File: config.mk
export PLATFORM = sky130hd
export DESIGN_NAME = wxyz_skew_feed_nxn
export DESIGN_NICKNAME = d
export VERILOG_FILES = /design/src/rtl/wxyz_skew_feed_nxn.sv
export SDC_FILE = /design/constraint.sdc
export NUM_CORES = 1
export LEC_CHECK = 0
export ABC_AREA = 1
export CAP_MARGIN = 0
export CORE_ASPECT_RATIO = 0.9
export CORE_MARGIN = 2
export CORE_UTILIZATION = 45
export CTS_BUF_LIST = sky130_fd_sc_hd__clkbuf_16
export DETAILED_ROUTE_END_ITERATION = 6
export PLACE_DENSITY = 0.74
export SLEW_MARGIN = 20
export SYNTH_ARGS = -nofsm -noshare
export SYNTH_HDL_FRONTEND = slang
export SYNTH_SLANG_ARGS = --single-unit
File: constraint.sdc
create_clock -name clk -period 3 [get_ports clk]
set_clock_uncertainty 0.1 [all_clocks]
set_input_delay 0.6 -clock clk [delete_from_list [all_inputs] [get_ports clk]]
set_output_delay 0.6 -clock clk [all_outputs]
set_load 0.03 [all_outputs]
File: src/rtl/wxyz_skew_feed_nxn.sv
// rtl/wxyz_skew_feed_nxn.sv - diagonally skewed row feeder for the nxn systolic array
//
// Accepts one row per cycle (in_valid/in_ready), frames rows into tiles of
// arraySize rows and emits column j delayed by j+1 cycles.
//
// Ports:
//   clk, rst                 clock, synchronous active-high reset
//   interrupt                abort the current frame and flush the skew chains
//   in_valid, in_ready       row handshake; in_ready is combinational from state
//   row_0..row_3             input row elements, element j feeds column j
//   out_valid                accept strobe aligned with col_0 (accumulator valid)
//   col_0..col_3             skewed column data
//   col_valid_0..col_valid_3 per-column valid, skewed like the data
//   frame_last               marks the last row of a frame, aligned with out_valid
//   frame_abort              one-cycle pulse when a frame in progress is aborted
//
// The port list is laid out for arraySize = 4.
module wxyz_skew_feed_nxn #(
    parameter int arraySize    = 4,
    parameter int inputBits    = 8,
    parameter int addressWidth = 2
) (
    input  logic                 clk,
    input  logic                 rst,
    input  logic                 interrupt,
    input  logic                 in_valid,
    output logic                 in_ready,
    input  logic [inputBits-1:0] row_0,
    input  logic [inputBits-1:0] row_1,
    input  logic [inputBits-1:0] row_2,
    input  logic [inputBits-1:0] row_3,
    output logic                 out_valid,
    output logic [inputBits-1:0] col_0,
    output logic [inputBits-1:0] col_1,
    output logic [inputBits-1:0] col_2,
    output logic [inputBits-1:0] col_3,
    output logic                 col_valid_0,
    output logic                 col_valid_1,
    output logic                 col_valid_2,
    output logic                 col_valid_3,
    output logic                 frame_last,
    output logic                 frame_abort
);

    localparam logic [addressWidth-1:0] LAST = addressWidth'(arraySize - 1);

    typedef enum logic [1:0] {
        IDLE  = 2'd0,
        FEED  = 2'd1,
        DRAIN = 2'd2
    } state_t;

    state_t                  state, state_next;
    logic [addressWidth-1:0] row_cnt, row_cnt_next;
    logic [addressWidth-1:0] drain_cnt, drain_cnt_next;
    logic                    abort_next;
    logic                    accept;

    logic [inputBits-1:0]    row_in   [arraySize];
    logic [inputBits-1:0]    col_data [arraySize];
    logic                    col_vld  [arraySize];

    assign row_in[0] = row_0;
    assign row_in[1] = row_1;
    assign row_in[2] = row_2;
    assign row_in[3] = row_3;

    // interrupt blocks the handshake in the same cycle it is raised
    assign in_ready = !rst && !interrupt && (state != DRAIN);
    assign accept   = in_valid && in_ready;

    always_comb begin
        state_next     = state;
        row_cnt_next   = row_cnt;
        drain_cnt_next = drain_cnt;
        abort_next     = 1'b0;
        if (interrupt) begin
            state_next     = DRAIN;
            row_cnt_next   = '0;
            drain_cnt_next = '0;
            abort_next     = (row_cnt != '0) || (state == FEED);
        end else begin
            case (state)
                IDLE: begin
                    if (accept) begin
                        row_cnt_next = (row_cnt == LAST) ? '0 : row_cnt + 1'b1;
                        if (arraySize > 1) state_next = FEED;
                    end
                end
                FEED: begin
                    if (accept) begin
                        row_cnt_next = (row_cnt == LAST) ? '0 : row_cnt + 1'b1;
                    end else if (row_cnt != '0) begin
                        // the accumulator clears on any valid-low cycle, so a
                        // partial frame cannot be resumed
                        abort_next     = 1'b1;
                        row_cnt_next   = '0;
                        drain_cnt_next = '0;
                        state_next     = DRAIN;
                    end else begin
                        state_next = IDLE;
                    end
                end
                DRAIN: begin
                    if (drain_cnt == LAST) begin
                        drain_cnt_next = '0;
                        state_next     = IDLE;
                    end else begin
                        drain_cnt_next = drain_cnt + 1'b1;
                    end
                end
                default: state_next = IDLE;
            endcase
        end
    end

    always_ff @(posedge clk) begin
        if (rst) begin
            state       <= IDLE;
            row_cnt     <= '0;
            drain_cnt   <= '0;
            frame_last  <= 1'b0;
            frame_abort <= 1'b0;
        end else begin
            state       <= state_next;
            row_cnt     <= row_cnt_next;
            drain_cnt   <= drain_cnt_next;
            frame_last  <= accept && (row_cnt == LAST);
            frame_abort <= abort_next;
        end
    end

    // Column j is a chain of j+1 registers; idle cycles shift in zero bubbles.
    for (genvar j = 0; j < arraySize; j++) begin : g_col
        logic [inputBits-1:0] data_q  [j+1];
        logic                 valid_q [j+1];

        always_ff @(posedge clk) begin
            if (rst || interrupt) begin
                for (int k = 0; k <= j; k++) begin
                    data_q[k]  <= '0;
                    valid_q[k] <= 1'b0;
                end
            end else begin
                data_q[0]  <= accept ? row_in[j] : '0;
                valid_q[0] <= accept;
                for (int k = 1; k <= j; k++) begin
                    data_q[k]  <= data_q[k-1];
                    valid_q[k] <= valid_q[k-1];
                end
            end
        end

        assign col_data[j] = data_q[j];
        assign col_vld[j]  = valid_q[j];
    end

    assign col_0       = col_data[0];
    assign col_1       = col_data[1];
    assign col_2       = col_data[2];
    assign col_3       = col_data[3];
    assign col_valid_0 = col_vld[0];
    assign col_valid_1 = col_vld[1];
    assign col_valid_2 = col_vld[2];
    assign col_valid_3 = col_vld[3];
    assign out_valid   = col_vld[0];

endmodule

==> impl_metrics.toml <==
[setup_path]
crit_path_start = "interrupt"
cp.required_ps = 2300
start_kind = "input port"
r2r-start = "state[0]"
cp_top_family = "buffers and inverters"
rr_worst_depth = 6
cp_slowest_cell = "clkdlybuf4s50_1"
worstPathCellList = "clkdlybuf4s50_1 > nor2_4 > inv_2 > nor2_1 > clkdlybuf4s50_1"
reg2reg_to = "row_cnt[1]"
crit_type = "input port to output port"
cp.arrival_ps = 2110
path_buf_inv = 3
slowest_delay_ps = 680
worst-path-stages = 5
cp-end-kind = "output port"
crit_fanout = 5
cp_common_cell = "clkdlybuf4s50_1"
endpoint = "in_ready"
regToRegSetupSlack_ps = 1470

[cts]
cts_buffer_depth = 2
h-tree-depth = 3
cts_tree = "yes"
cts_hold_buf = 0
cts_setup_buffers = 0
cts_resized = 0
cts_buffers = 9
cts-root-buf = "clkbuf_16"
clkLatencyLatePin_ps = 320
cts.clk_slew.worst_paths_ps = 60
cts_sinks = 92

[final_layout]
n_fill_cell = 566
area_delta_synth_final_pct = 31.3
final_util_pct = 60.0
final_net_count = 435
final_cell_mix = "inv_1, dfxtp_1, nor2_1"
layout_commonest_cell = "inv_1"
postLayoutCellArea_um2 = 3890
n_antenna_cell = 0
drive_above_1_share_pct = 4.75

[floorplanning]
io_pins = 76
die_area_um2 = 7250
die-height_um = 81.0
core_um2 = 6480
die_w_um = 89.5
start_util_pct = 45.7
rows = 28

[min_path]
worstHoldPathType = "register to register"
hold_start = "g_col[1].data_q[0][6]"

[synth]
synth_seq_area_share_pct = 62.2
ys_types = 18
yosys-top-cells-area = "dfxtp_1, inv_1, nor2_1"
synthesis.instances = 342
syn_area_um2 = 2960
syn_area_per_cell_um2 = 8.66
yosysTopAreaCellShare_pct = 62.2
synth_area_leader_cell = "dfxtp_1"
syn_nets = 381
synth_seq_cells = 92
yosys_warnings = 0

[detailed_routing]
drt-pass1-iter-count = 4
wl_um = 4310
ant_nets = 0
avgRoutedWirePerCell_um = 8.79
first_iter_violations = 35
viasPerCell = 3.90
drc_errors = 0
dr_total_vias = 1911

[global_routing]
grt_pass1_vias = 1732
grt_max_degree = 55
gr-total-overflow = 0
antenna_found_initial = 0
gr-usage-all-layers_pct = 13.3
grt_first_pass_wirelength_um = 7180

[pwr]
pwr_density_cell_nw_per_um2 = 623
peakVddDrop_mv = 0.297
leakage_nw = 1.64

[timing]
worst_pin_slew_ps = 530
fin_crit_ps = 2810
max_slew_margin_pct = 64.7
fmax_mhz = 356
fin_setup_tns_ps = 0
setup_violations = 0
finalCritPeriodShare_pct = 93.6
final-max-slew-violation-count = 0
grt_setup_unrepaired = "no"
finalHoldViolations = 0

[placement]
place_area_um2 = 3600
dp_hpwl_um = 2900
io_buffer_count = 75
finalWeightedCongestion = 0.799

[status]
status = "complete, no violations"

[run]
maxCapViolations = 0
==> state kept, by name, summed over array words and instances, names as in the netlist <==
| name | flops |
|---|---|
| g_col.data_q | 80 |
| g_col.valid_q | 4 |
| drain_cnt | 2 |
| row_cnt | 2 |
| state | 2 |
| frame_abort | 1 |
| frame_last | 1 |
==> how the worst min path moves through the flow <==
stage | end | slack (ps) | cells past startpoint
2_1_floorplan | g_col[1].data_q[0][10] | 290 | 2
3_3_place_gp | g_col[1].data_q[0][15] | 290 | 2
3_5_place_dp | g_col[3].data_q[0][26] | 300 | 2
4_1_cts | g_col[3].data_q[0][28] | 310 | 2
5_1_grt | g_col[2].data_q[0][10] | 320 | 2
6_report | g_col[1].data_q[0][14] | 310 | 2
==> Yosys cell counts, drive strengths merged <==
| cell type | n |
|---|---|
| inv | 99 |
| dfxtp | 92 |
| nor2 | 88 |
| buf | 33 |
| nand2 | 10 |
| a21oi | 5 |
| nand3 | 5 |
| ha | 3 |
| o21ai | 3 |
| nand4 | 2 |
| a31oi | 1 |
| or2 | 1 |
==> metrics by stage <==
step                      worst slack, ps  cells  total power [W]  hold WS (ps)
after floorplan                      1030    342          0.00133           294
after detailed placement              173    475          0.00139           297
after global placement                200    475          0.00139           294
after CTS                             174    490          0.00245           308
final                                 191    490          0.00242           307
after global routing                  112    490          0.00252           319
==> tightest hold or removal path: stages, from the launching register on <==
cell and delay, ps:
dfxtp_1 290, inv_1 40, nor2_1 30
==> power breakdown <==
part           internal (W)  total (W)  leakage (nW)  switching [W]
Sequential          0.00124    0.00124         0.744     0.00000549
Clock              0.000634    0.00106         0.144       0.000422
Combinational     0.0000635   0.000122         0.748      0.0000581
Total               0.00194    0.00242          1.64       0.000485
==> logic make-up (layout without fill, tap and decap cells) <==
logic type | Yosys count | count (layout) | share of synthesized area (%)
adder cells (fa/ha/maj) | 3 | 3 | 1.27
flip-flops | 92 | 92 | 62.2
AO/OA/AOI/OAI | 9 | 9 | 1.56
buffers and inverters | 132 | 190 | 20.2
AND/OR/NAND/NOR | 106 | 106 | 14.7
==> final cells by class <==
class                   instances  area (µm²)  area share (%)
clock buffers                   9         225            5.79
clock inverters                 6        58.8            1.51
inverters                      99         372            9.56
flip-flops and latches         92        1840            47.4
well taps                      90         113            2.90
multi-input cells             118         520            13.4
repair buffers                 76         758            19.5
==> per-layer routing <==
layer	up-vias	GRT usage [%]	routed length, µm	part of all wire (%)
li1	1031	-	-	-
met1	830	14.1	1820	42
met2	44	22.3	2190	51
met3	6	5.69	249	5.8
met4	0	6.72	40	0.93
met5	-	0	0	0
(Power assumes the default switching activity.)
